$ cat src/rtl/addsub_arbiter_pkg.sv
// Shared definitions for the add/sub arbiter and its ripple datapath.
package addsub_arbiter_pkg;

  localparam int WIDTH_DEF = 8;

  // Operation select as seen on op0/op1.
  localparam logic OP_ADD = 1'b0;
  localparam logic OP_SUB = 1'b1;

  typedef enum logic [1:0] {
    S_IDLE = 2'd0,
    S_EXEC = 2'd1,
    S_RESP = 2'd2
  } state_t;

  // Round-robin pick between two requesters. With a tie the side that was
  // not served last wins; otherwise whoever is asking wins.
  function automatic logic rr_pick(input logic r0, input logic r1, input logic last);
    if (r0 && r1) return ~last;
    return r1;
  endfunction

endpackage

$ cat src/rtl/addsub_core.sv
// Combinational WIDTH-bit ripple add/subtract. Subtract is A + ~B + 1, so the
// same full-adder chain serves both ops with B inverted and carry-in forced.
module addsub_core
  import addsub_arbiter_pkg::*;
#(
  parameter int WIDTH = WIDTH_DEF
) (
  input  logic [WIDTH-1:0] a,
  input  logic [WIDTH-1:0] b,
  input  logic             op,
  output logic [WIDTH-1:0] sum,
  output logic             cout,
  output logic             c_msb
);

  logic             inv;
  logic [WIDTH-1:0] bx;

  assign inv = (op == OP_SUB);
  assign bx  = b ^ {WIDTH{inv}};

  // Ripple the carry through one full-adder cell per bit; tap the carry
  // entering the MSB so the controller can form signed overflow.
  always_comb begin
    logic carry;
    sum   = '0;
    c_msb = 1'b0;
    carry = inv;
    for (int i = 0; i < WIDTH; i++) begin
      sum[i] = a[i] ^ bx[i] ^ carry;
      if (i == WIDTH - 1) c_msb = carry;
      carry = (a[i] & bx[i]) | (carry & (a[i] ^ bx[i]));
    end
    cout = carry;
  end

endmodule

$ cat src/rtl/addsub_arbiter.sv
// Two-requester round-robin front end for a single shared add/sub datapath.
// IDLE grants and latches operands, EXEC registers the result, RESP pulses
// done to the winner, then back to IDLE.
module addsub_arbiter
  import addsub_arbiter_pkg::*;
#(
  parameter int WIDTH = WIDTH_DEF
) (
  input  logic             clk,
  input  logic             rst,
  input  logic             req0,
  input  logic [WIDTH-1:0] a0,
  input  logic [WIDTH-1:0] b0,
  input  logic             op0,
  input  logic             req1,
  input  logic [WIDTH-1:0] a1,
  input  logic [WIDTH-1:0] b1,
  input  logic             op1,
  output logic             done0,
  output logic             done1,
  output logic [WIDTH-1:0] result,
  output logic             cout,
  output logic             ov_flag,
  output logic             busy,
  output logic             gnt_id
);

  localparam int NREQ = 2;

  // Requester ports gathered into packed per-requester arrays.
  logic [NREQ-1:0]            req_v;
  logic [NREQ-1:0]            op_v;
  logic [NREQ-1:0][WIDTH-1:0] a_v;
  logic [NREQ-1:0][WIDTH-1:0] b_v;

  assign req_v = {req1, req0};
  assign op_v  = {op1, op0};
  assign a_v   = {a1, a0};
  assign b_v   = {b1, b0};

  state_t           state, state_nxt;
  logic             last_q;
  logic             gnt_q;
  logic [WIDTH-1:0] opa_q, opb_q;
  logic             op_q;
  logic             take;
  logic             win;
  logic [NREQ-1:0]  done_v;

  logic [WIDTH-1:0] sum;
  logic             c_out;
  logic             c_msb;

  assign win = rr_pick(req_v[0], req_v[1], last_q);

  addsub_core #(.WIDTH(WIDTH)) u_core (
    .a     (opa_q),
    .b     (opb_q),
    .op    (op_q),
    .sum   (sum),
    .cout  (c_out),
    .c_msb (c_msb)
  );

  // Next-state and Moore outputs; reqs are only looked at in IDLE.
  always_comb begin
    state_nxt = state;
    take      = 1'b0;
    busy      = 1'b0;
    done_v    = '0;
    case (state)
      S_IDLE: begin
        if (|req_v) begin
          take      = 1'b1;
          state_nxt = S_EXEC;
        end
      end
      S_EXEC: begin
        busy      = 1'b1;
        state_nxt = S_RESP;
      end
      S_RESP: begin
        busy          = 1'b1;
        done_v[gnt_q] = 1'b1;
        state_nxt     = S_IDLE;
      end
      default: state_nxt = S_IDLE;
    endcase
  end

  // State register.
  always_ff @(posedge clk) begin
    if (rst) state <= S_IDLE;
    else     state <= state_nxt;
  end

  // Grant bookkeeping and operand capture; later operand changes are ignored.
  // The pointer resets to 1 so requester 0 wins the first tie.
  always_ff @(posedge clk) begin
    if (rst) begin
      last_q <= 1'b1;
      gnt_q  <= 1'b0;
      opa_q  <= '0;
      opb_q  <= '0;
      op_q   <= OP_ADD;
    end else if (take) begin
      last_q <= win;
      gnt_q  <= win;
      opa_q  <= a_v[win];
      opb_q  <= b_v[win];
      op_q   <= op_v[win];
    end
  end

  // Result registers load only at the EXEC edge and hold otherwise.
  always_ff @(posedge clk) begin
    if (rst) begin
      result  <= '0;
      cout    <= 1'b0;
      ov_flag <= 1'b0;
    end else if (state == S_EXEC) begin
      result  <= sum;
      cout    <= c_out;
      ov_flag <= c_msb ^ c_out;
    end
  end

  assign done0  = done_v[0];
  assign done1  = done_v[1];
  assign gnt_id = gnt_q;

endmodule
$ cat config.mk
export PLATFORM = sky130hd
export DESIGN_NAME = addsub_arbiter
export DESIGN_NICKNAME = d
export VERILOG_FILES = /design/src/rtl/addsub_arbiter_pkg.sv /design/src/rtl/addsub_core.sv /design/src/rtl/addsub_arbiter.sv
export SDC_FILE = /design/constraint.sdc
export NUM_CORES = 1
export LEC_CHECK = 0
export ABC_CLOCK_PERIOD_IN_PS = 10700
export BUFFER_PORTS_ARGS = -buffer_cell sky130_fd_sc_hd__buf_4
export CORE_ASPECT_RATIO = 1.75
export CORE_MARGIN = 1
export CORE_UTILIZATION = 57
export CTS_BUF_LIST = sky130_fd_sc_hd__clkbuf_4
export DETAILED_ROUTE_END_ITERATION = 8
export GPL_ROUTABILITY_DRIVEN = 0
export GPL_TIMING_DRIVEN = 0
export HOLD_SLACK_MARGIN = 0.12
export PLACE_DENSITY = 0.95
export SLEW_MARGIN = 10
export SYNTH_ARGS = -nofsm -noshare
export SYNTH_HDL_FRONTEND = slang
export SYNTH_SLANG_ARGS = --single-unit
$ cat constraint.sdc
create_clock -name clk -period 10.7 [get_ports clk]
set_input_delay 0 -clock clk [delete_from_list [all_inputs] [get_ports clk]]
set_output_delay 0 -clock clk [all_outputs]
set_load 0.02 [all_outputs]
==> Yosys cells after proc, flatten, opt, wreduce, memory -nomap -nowiden <==
Index checks and enable logic that the tools add are counted.
{ "op_classes": {"multipliers": 0, "muxes": 17, "n_reduce_logical": 5, "n_eq_ne": 3, "n_div": 0, "addsub": 0, "order_cmp": 3, "n_shift": 0, "bitwise": 43} }
{ "ops": {"columns": ["cell", "count"], "rows": [
  ["$mux 8", 4],
  ["$xor 1x1->1", 17],
  ["$and 1x1->1", 16],
  ["$mux 1", 9],
  ["$or 1x1->1", 8],
  ["$xor 8x8->8", 1],
  ["$lt 1x2->1 const B", 2],
  ["$mux 2", 2],
  ["$pmux 2 s2", 1],
  ["$reduce_or 2->1", 2],
  ["$eq 2x1->1 const B", 1],
  ["$eq 2x2->1 const B", 1],
  ["$logic_and 1x1->1", 2],
  ["$logic_not 2->1", 1],
  ["$ne 2x2->1 const B", 1],
  ["$demux 1 s1", 1],
  ["$ge 1x1->1 const B", 1],
  ["$not 1->1", 1]
]} }
{ "totals": {"n_memories": 0, "mem_bits_ro": 0, "out_inout_bits": 14, "reg_bits": 31, "input_bits": 38, "word_cells": 80, "latch_bits": 0, "ram_bits": 0} }

==> Longest topological paths before layout <==
Gate-level depths: netlist of run 1.
{ "logic_depth": {"ltp_word": 19, "mapped_depth": 15, "mapped_depth_nobuf": 14} }

==> Cells and area by module <==
Synthesis of run 1 repeated with hierarchy kept, for this count alone.
{ "unflattened": {"hier_cells": 185, "area_unflattened_um2": 1696.6} }
{ "by_module_without_submodules": {"columns": ["mod", "n_inst", "seq_area_each_um2", "area_per_inst_um2", "cells_per_inst"], "rows": [
  ["addsub_arbiter", 1, 620.6, 1401.3, 153],
  ["addsub_core", 1, 0.0, 295.3, 32]
]} }

==> Worst setup path after synthesis of run 1 <==
No wires, ideal clock.
{ "synth_path": {"path_type": "register to register", "from": "register op_q", "to": "register result[7]", "path_stages_with_launch": 15, "arrival_time_ns": 3.401, "n_path_buf": 1, "synth_period_minus_slack_ns": 3.533, "slack_ns": 7.167, "cell_sequence": "dfxtp_1 -> buf_2 -> xnor2_1 -> fa_1 -> fa_1 -> fa_1 -> fa_1 -> inv_1 -> fa_1 -> inv_1 -> fa_1 -> inv_1 -> fa_1 -> mux2i_1 -> nor2_1"} }
{ "synth_via": {"elab_chain_cells": 17} }
{ "synth_lines": {"columns": ["item", "line", "source"], "rows": [
  ["from (decl)", "addsub_arbiter.sv:45", "logic op_q;"],
  ["from (signal assigned)", "addsub_arbiter.sv:111", "op_q <= op_v[win];"],
  ["$xor 8x8->8", "addsub_core.sv:20", "assign bx = b ^ {WIDTH{inv}};"],
  ["$xor 1x1->1", "addsub_core.sv:32", "carry = (a[i] & bx[i]) | (carry & (a[i] ^ bx[i]));"],
  ["$and 1x1->1", "addsub_core.sv:32", null],
  ["$or 1x1->1", "addsub_core.sv:32", null],
  ["$and 1x1->1", "addsub_core.sv:32", null],
  ["$or 1x1->1", "addsub_core.sv:32", null],
  ["$and 1x1->1", "addsub_core.sv:32", null],
  ["$or 1x1->1", "addsub_core.sv:32", null],
  ["[... 2 more ...]", null, null],
  ["$and 1x1->1", "addsub_core.sv:32", null],
  ["$or 1x1->1", "addsub_core.sv:32", null],
  ["$and 1x1->1", "addsub_core.sv:32", null],
  ["$or 1x1->1", "addsub_core.sv:32", null],
  ["$and 1x1->1", "addsub_core.sv:32", null],
  ["$or 1x1->1", "addsub_core.sv:32", null],
  ["$xor 1x1->1 *", "addsub_core.sv:30", "sum[i] = a[i] ^ bx[i] ^ carry;"],
  ["via sum[7]", "addsub_arbiter.sv:50", "logic [WIDTH-1:0] sum;"],
  ["to (signal assigned)", "addsub_arbiter.sv:122", "result <= sum;"],
  ["to (decl)", "addsub_arbiter.sv:21", "output logic [WIDTH-1:0] result,"]
]} }
The timed path passes the listed nets; every way through them passes the cells marked *.
A chain may end at the register's enable or synchronous reset.

==> Worst setup path after layout of run 1 <==
Ends and elaborated chain as after synthesis.

==> results of run 1 <==
repair_timing:
| action | CTS | global route |
|---|---|---|
| hold buffers | 37 | 0 |
| setup endpoints to repair | 0 | 0 |
| endpoints found under the hold margin | 20 | 0 |
state kept, by name, indices dropped and copies added (netlist names):
register	cells
op_q	1
gnt_id	1
result	8
opa_q	8
last_q	1
cout	1
ov_flag	1
opb_q	8
state	2
final cells by class:
type	instances	area [um^2]	share of cell area (%)
Multi-Input combinational cell	120	941	37.3
Timing Repair Buffer	87	746	29.6
Sequential cell	31	621	24.6
Buffer	13	85.1	3.37
Clock buffer	7	52.6	2.08
Inverter	10	37.5	1.49
Tap cell	27	33.8	1.34
Clock inverter	1	5.00	0.199
cells by family (layout without fill, tap and decap cells):
| family | count (synthesis) | after routing | synth area share [%] |
|---|---|---|---|
| compound gates | 47 | 47 | 24.9 |
| xor+xnor | 9 | 9 | 4.68 |
| fa+ha+maj | 11 | 11 | 11.3 |
| buf+inv | 23 | 118 | 7.28 |
| flops | 31 | 31 | 36.9 |
| mux | 6 | 6 | 3.57 |
| simple gates | 47 | 47 | 11.4 |
stage by stage:
| step | power [W] | instance area, um^2 | hold slack, ns | setup slack, ns | util, % |
|---|---|---|---|---|---|
| 3_3_place_gp | 0.000260 | 2090 | 0.238 | 7.01 | 76.0 |
| 6_report | 0.000368 | 2520 | 0.192 | 6.73 | 91.6 |
| 5_1_grt | 0.000384 | 2520 | 0.191 | 6.55 | 91.6 |
| 2_1_floorplan | 0.000226 | 1680 | 0.107 | 7.17 | - |
| 4_1_cts | 0.000351 | 2520 | 0.131 | 6.92 | 91.6 |
| 3_5_place_dp | 0.000265 | 2090 | 0.238 | 6.96 | 76.0 |
cells in the mapped netlist (3+ instances only):
cell      number  area share (%)
a21oi_1        9             2.7
fa_1           7             8.3
ha_1           4             3.0
inv_1         10             2.2
nand2_1       17             3.8
a21oi_2        9             4.7
nor2_1        24             5.3
buf_4          4             1.8
a221oi_1       3             1.6
buf_2          4             1.2
mux2i_1        6             3.6
a211oi_1       9             4.0
buf_1          3            0.67
dfxtp_1       31              37
xnor2_1        7             3.6
a211oi_2       9             6.7
worst max-delay path, stage by stage, from the launching register on:
cell     delay (ns)
dfxtp_1        0.32
buf_2          0.25
xnor2_1        0.13
fa_1           0.42
fa_1           0.43
fa_1           0.42
fa_1           0.39
inv_1          0.08
fa_1           0.17
inv_1          0.07
fa_1           0.42
inv_1          0.09
fa_1           0.43
mux2i_1        0.18
nor2_1         0.05
where the power goes:
part | total, W | internal (W) | switching, W
registers | 0.000142 | 0.000131 | 0.0000117
logic | 0.000153 | 0.0000724 | 0.0000804
clock network | 0.0000730 | 0.0000306 | 0.0000424
metal layers:
layer | part of all wire [%] | wire [um] | vias up | GRT usage, %
li1 | - | - | 777 | -
met1 | 36 | 2240 | 864 | 48.2
met2 | 54 | 3330 | 116 | 75.8
met3 | 7.3 | 452 | 21 | 8.85
met4 | 3.1 | 195 | 0 | 17.8
met5 | 0 | 0 | - | 0
worst max path at each step:
stage                     from   endpoint  slack (ns)
after detailed placement  op_q  result[7]        6.96
after floorplan           op_q  result[7]        7.17
after global placement    op_q  result[7]        7.01
final                     op_q  result[7]        6.73
after CTS                 op_q  result[7]        6.92
after global routing      op_q  result[7]        6.55
cells in the final DEF (no fill, tap or decap), drive strengths merged:
master,count
a221oi,5
nor3b,2
nor2,24
or2,1
xnor2,7
o21ai,1
a211oi,18
nand2,17
fa,7
ha,4
inv,10
and2,1
a21boi,1
dfxtp,31
dlygate4sd3,37
a21bo,1
a22oi,1
clkbuf,8
a21oi,18
clkinv,1
a31oi,1
xor2,2
buf,62
o21a,1
nor3,1
mux2i,6
nor2b,1
==> impl_metrics.tcl, run 1 <==
set metrics [dict create \
    status "complete, no violations" \
    final_net_count 317 \
    async_flop_share_pct 0 \
    port_buffers 50 \
    start_util_pct 61.2 \
    dieArea_mm2 0.00318 \
    drv_cap 0 \
    synthDistinctLibCells 31 \
    ioPinCount 52 \
    overflow 0 \
    whs_path_depth 3 \
    clockBufferDepth 2 \
    fmax_mhz 252 \
    fill_cells 104 \
    synth_ff_type "dfxtp_1" \
    via_per_inst 6.01 \
    cellLeakagePower_nw 1.12 \
    die_h_um 73.9 \
    cts_buffers 5 \
    power_density_mw_per_mm2 146 \
    maxSlewHeadroom_pct 58.2 \
    grt_first_pass_wirelength_um 9830 \
    syn_avg_cell_area_um2 9.68 \
    rr_endpoint "result[7]" \
    crit_path_start_kind "flip-flop" \
    grt_max_degree 11 \
    crit_arrival_ns 4.20 \
    wl_um 6220 \
    drv_slew 0 \
    synthToLayoutAreaGrowth_pct 49.7 \
    grt_usage_pct 42.6 \
    antenna_found_initial 0 \
    fin_tns_setup_ns 0 \
    firstDrtPassIters 4 \
    reg2reg_slack_ns 6.73 \
    drc 0 \
    clk-insertion-delay-late_ns 0.35 \
    synth_edf_count 0 \
    wl_per_cell_um 21.0 \
    ys_ff_latch 31 \
    cts_tree "done" \
    cts_sinks 31 \
    fin_crit_ns 3.97 \
    placed_cells 251 \
    grt_pass1_vias 1928 \
    syn_nets 223 \
    cts_setup_buffers 0 \
    routed-via-count 1778 \
    ys_seq_area_share_pct 36.8 \
    min_from "req0" \
    drtIter0Drc 86 \
    final-hold-violation-count 0 \
    fin_cells 296 \
    rr_startpoint "op_q" \
    fp.dieW_um 43.1 \
    fin_crit_sh_pct 37.1 \
    clk_pin_slew_ns 0.10 \
    cp_max_fo 9 \
    synthesis.area_mm2 0.00168 \
    root_buffer "clkbuf_4" \
    hpwlAfterDp_um 3020 \
    ant_nets 0 \
    n_antenna_cell 0 \
    placementRows 25 \
    yosys_warnings 0 \
    worst-slew-pin-transition_ns 0.627 \
    core_area_mm2 0.00275 \
    setup_viol 0 \
    cts-htree-levels 2 \
    ir_worst_vdd_mv 0.129 \
    post_cts_resized 0 \
    path_class "flip-flop to flip-flop" \
    skew_ns 0.0102 \
    rr_worst_depth 14 \
    drive_gt1_share_pct 33.8 \
    whs_endpoint "last_q" \
    end_kind "flip-flop" \
    worstHoldPathType "input pin to flip-flop" \
    synthCells 174 \
    rsz0062_at_grt "false" \
    cp.required_ns 10.93 \
]
No activity file was read; power rests on OpenSTA's default activity.
==> run 2: changes to the inputs <==
ABC_CLOCK_PERIOD_IN_PS = 3600   (was 10700)
CORE_UTILIZATION = 48   (was 57)
PLACE_DENSITY = 0.9   (was 0.95)
clock period = 3.6 ns   (was 10.7 ns; I/O delays follow)
==> run 2 against run 1 <==
Net effect:
- register-to-register slack got worse by 6.8 ns
- largest power group unchanged
- global-route usage fell by 14 points
- the run now ends with negative setup slack left
- routed wire length is 21% lower
==> impl_metrics.tcl, run 2 (synthesis gave the netlist of run 1 again) <==
set metrics [dict create \
    placementRows 28 \
    clockBufferDepth 2 \
    critPathTopFamily "adder cells" \
    drv_slew 0 \
    drive_gt1_share_pct 37.3 \
    n_antenna_cell 0 \
    grt_pass1_vias 1671 \
    antenna_found_initial 0 \
    dieArea_mm2 0.00376 \
    grt_max_degree 11 \
    worstHoldPathType "input pin to flip-flop" \
    fmax_mhz 277 \
    crit_arrival_ns 3.84 \
    setup_viol 1 \
    firstDrtPassIters 4 \
    skew_ns 0.00530 \
    drtIter0Drc 63 \
    die_h_um 80.4 \
    fin_total_pwr_w 0.00107 \
    maxSlewHeadroom_pct 56.7 \
    final-hold-violation-count 0 \
    cpPeakStageDelay_ns 0.42 \
    crit_path_start_kind "flip-flop" \
    ant_nets 0 \
    fp.dieW_um 46.8 \
    fin_crit_ns 3.62 \
    wl_um 4880 \
    core_area_mm2 0.00336 \
    cts_tree "done" \
    critPathBufInv 4 \
    fin_ws_ns -0.0156 \
    final_util_pct 76.9 \
    final_net_count 320 \
    synthToLayoutAreaGrowth_pct 53.6 \
    hpwlAfterDp_um 2850 \
    cts-htree-levels 2 \
    cts_sinks 31 \
    grt_first_pass_wirelength_um 7630 \
    via_per_inst 5.19 \
    failed_checks "negative setup slack" \
    routed-via-count 1639 \
    path_class "flip-flop to flip-flop" \
    fin_tns_setup_ns -0.0156 \
    ir_worst_vdd_mv 0.329 \
    cp_cell_sequence "buf_6, xnor2_2, fa_2, fa_2, fa_2, fa_2, inv_2, fa_1, inv_1, fa_2, inv_2, fa_2, mux2i_1, nor2_1" \
    cp_max_fo 9 \
    clk_pin_slew_ns 0.10 \
    clk-insertion-delay-late_ns 0.35 \
    cp.required_ns 3.83 \
    grt_usage_pct 29.1 \
    slowest_stage "fa_2" \
    final_common_cell "buf_4" \
    mostFrequentLayoutCells "buf_4 (56), dlygate4sd3_1 (38), dfxtp_1 (30), nor2_1 (24), nand2_1 (17)" \
    largest_registers "opa_q (8), opb_q (8), result (8)" \
    rsz0062_at_grt "true" \
    cellLeakagePower_nw 1.13 \
    fill_cells 230 \
    fin_crit_sh_pct 100 \
    wl_per_cell_um 15.4 \
    drv_cap 0 \
    cts_buffers 5 \
    overflow 0 \
    power_density_mw_per_mm2 413 \
    port_buffers 50 \
    end_kind "flip-flop" \
    drc 0 \
    worst-slew-pin-transition_ns 0.650 \
    ioPinCount 52 \
    reg2reg_slack_ns -0.02 \
    root_buffer "clkbuf_4" \
    path_common_cell "fa_2" \
    status "finished, violations left" \
    start_util_pct 50.1 \
    place_ws_ns -0.223 \
]
==> run 2: changes by cell type in the layout (fill, tap and decap cells not counted), sizes merged <==
cell / before / now
buf: 62 / 64
clkbuf: 8 / 6
clkinv: 1 / 2
dlygate4sd3: 37 / 38
==> run 2: repair_timing <==
item                                   CTS  global route
hold buffers                            38             0
endpoints found under the hold margin   20             0
pin swaps                                1             1
resized for setup                        6             6
buffers inserted                         1             1
setup endpoints to repair                2             2
==> run 2: path summary, 6_finish.rpt <==
check,startpoint,endpoint,depth (start not counted)
worst max-delay path,op_q,result[7],14
worst min-delay path,req0,state[1],4
worst max register to register,op_q,result[7],14
worst min register to register,result[4],result[4],2
==> run 2: stage by stage <==
stage               cell area, um^2  hold WS, ns  std cells
floorplan                      1680        0.107        174
global placement               2120        0.215        269
detailed placement             2120        0.227        269
CTS                            2560        0.162        315
global route                   2590        0.161        316
finish                         2590        0.153        316
==> run 2: final cells by class <==
| class | count | area (um^2) | share of cell area [%] |
|---|---|---|---|
| well taps | 45 | 56.3 | 2.18 |
| repair buffers | 90 | 771 | 29.8 |
| multi-input cells | 120 | 963 | 37.2 |
| clock inverters | 2 | 8.76 | 0.338 |
| clock buffers | 5 | 37.5 | 1.45 |
| flip-flops and latches | 31 | 622 | 24.0 |
| inverters | 10 | 37.5 | 1.45 |
| plain buffers | 13 | 91.3 | 3.53 |
==> run 2: routing by layer <==
metal | global-route usage [%] | share of wire (%)
met1 | 29.8 | 37
met2 | 52.1 | 56
met3 | 6.29 | 3.7
met4 | 13.7 | 3.8
met5 | 0 | 0
==> run 2: worst min-delay path: stages <==
cell,delay [ns]
buf_2,0.18
nor3b_1,0.09
mux2i_1,0.12
nor2_1,0.08
==> run 2: power breakdown <==
group,leakage (nW),total (W),switching (W),internal (W)
combinational,0.841,0.000456,0.000226,0.000230
sequential,0.257,0.000420,0.0000311,0.000389
clock,0.0285,0.000192,0.000123,0.0000690
total,1.13,0.00107,0.000379,0.000688
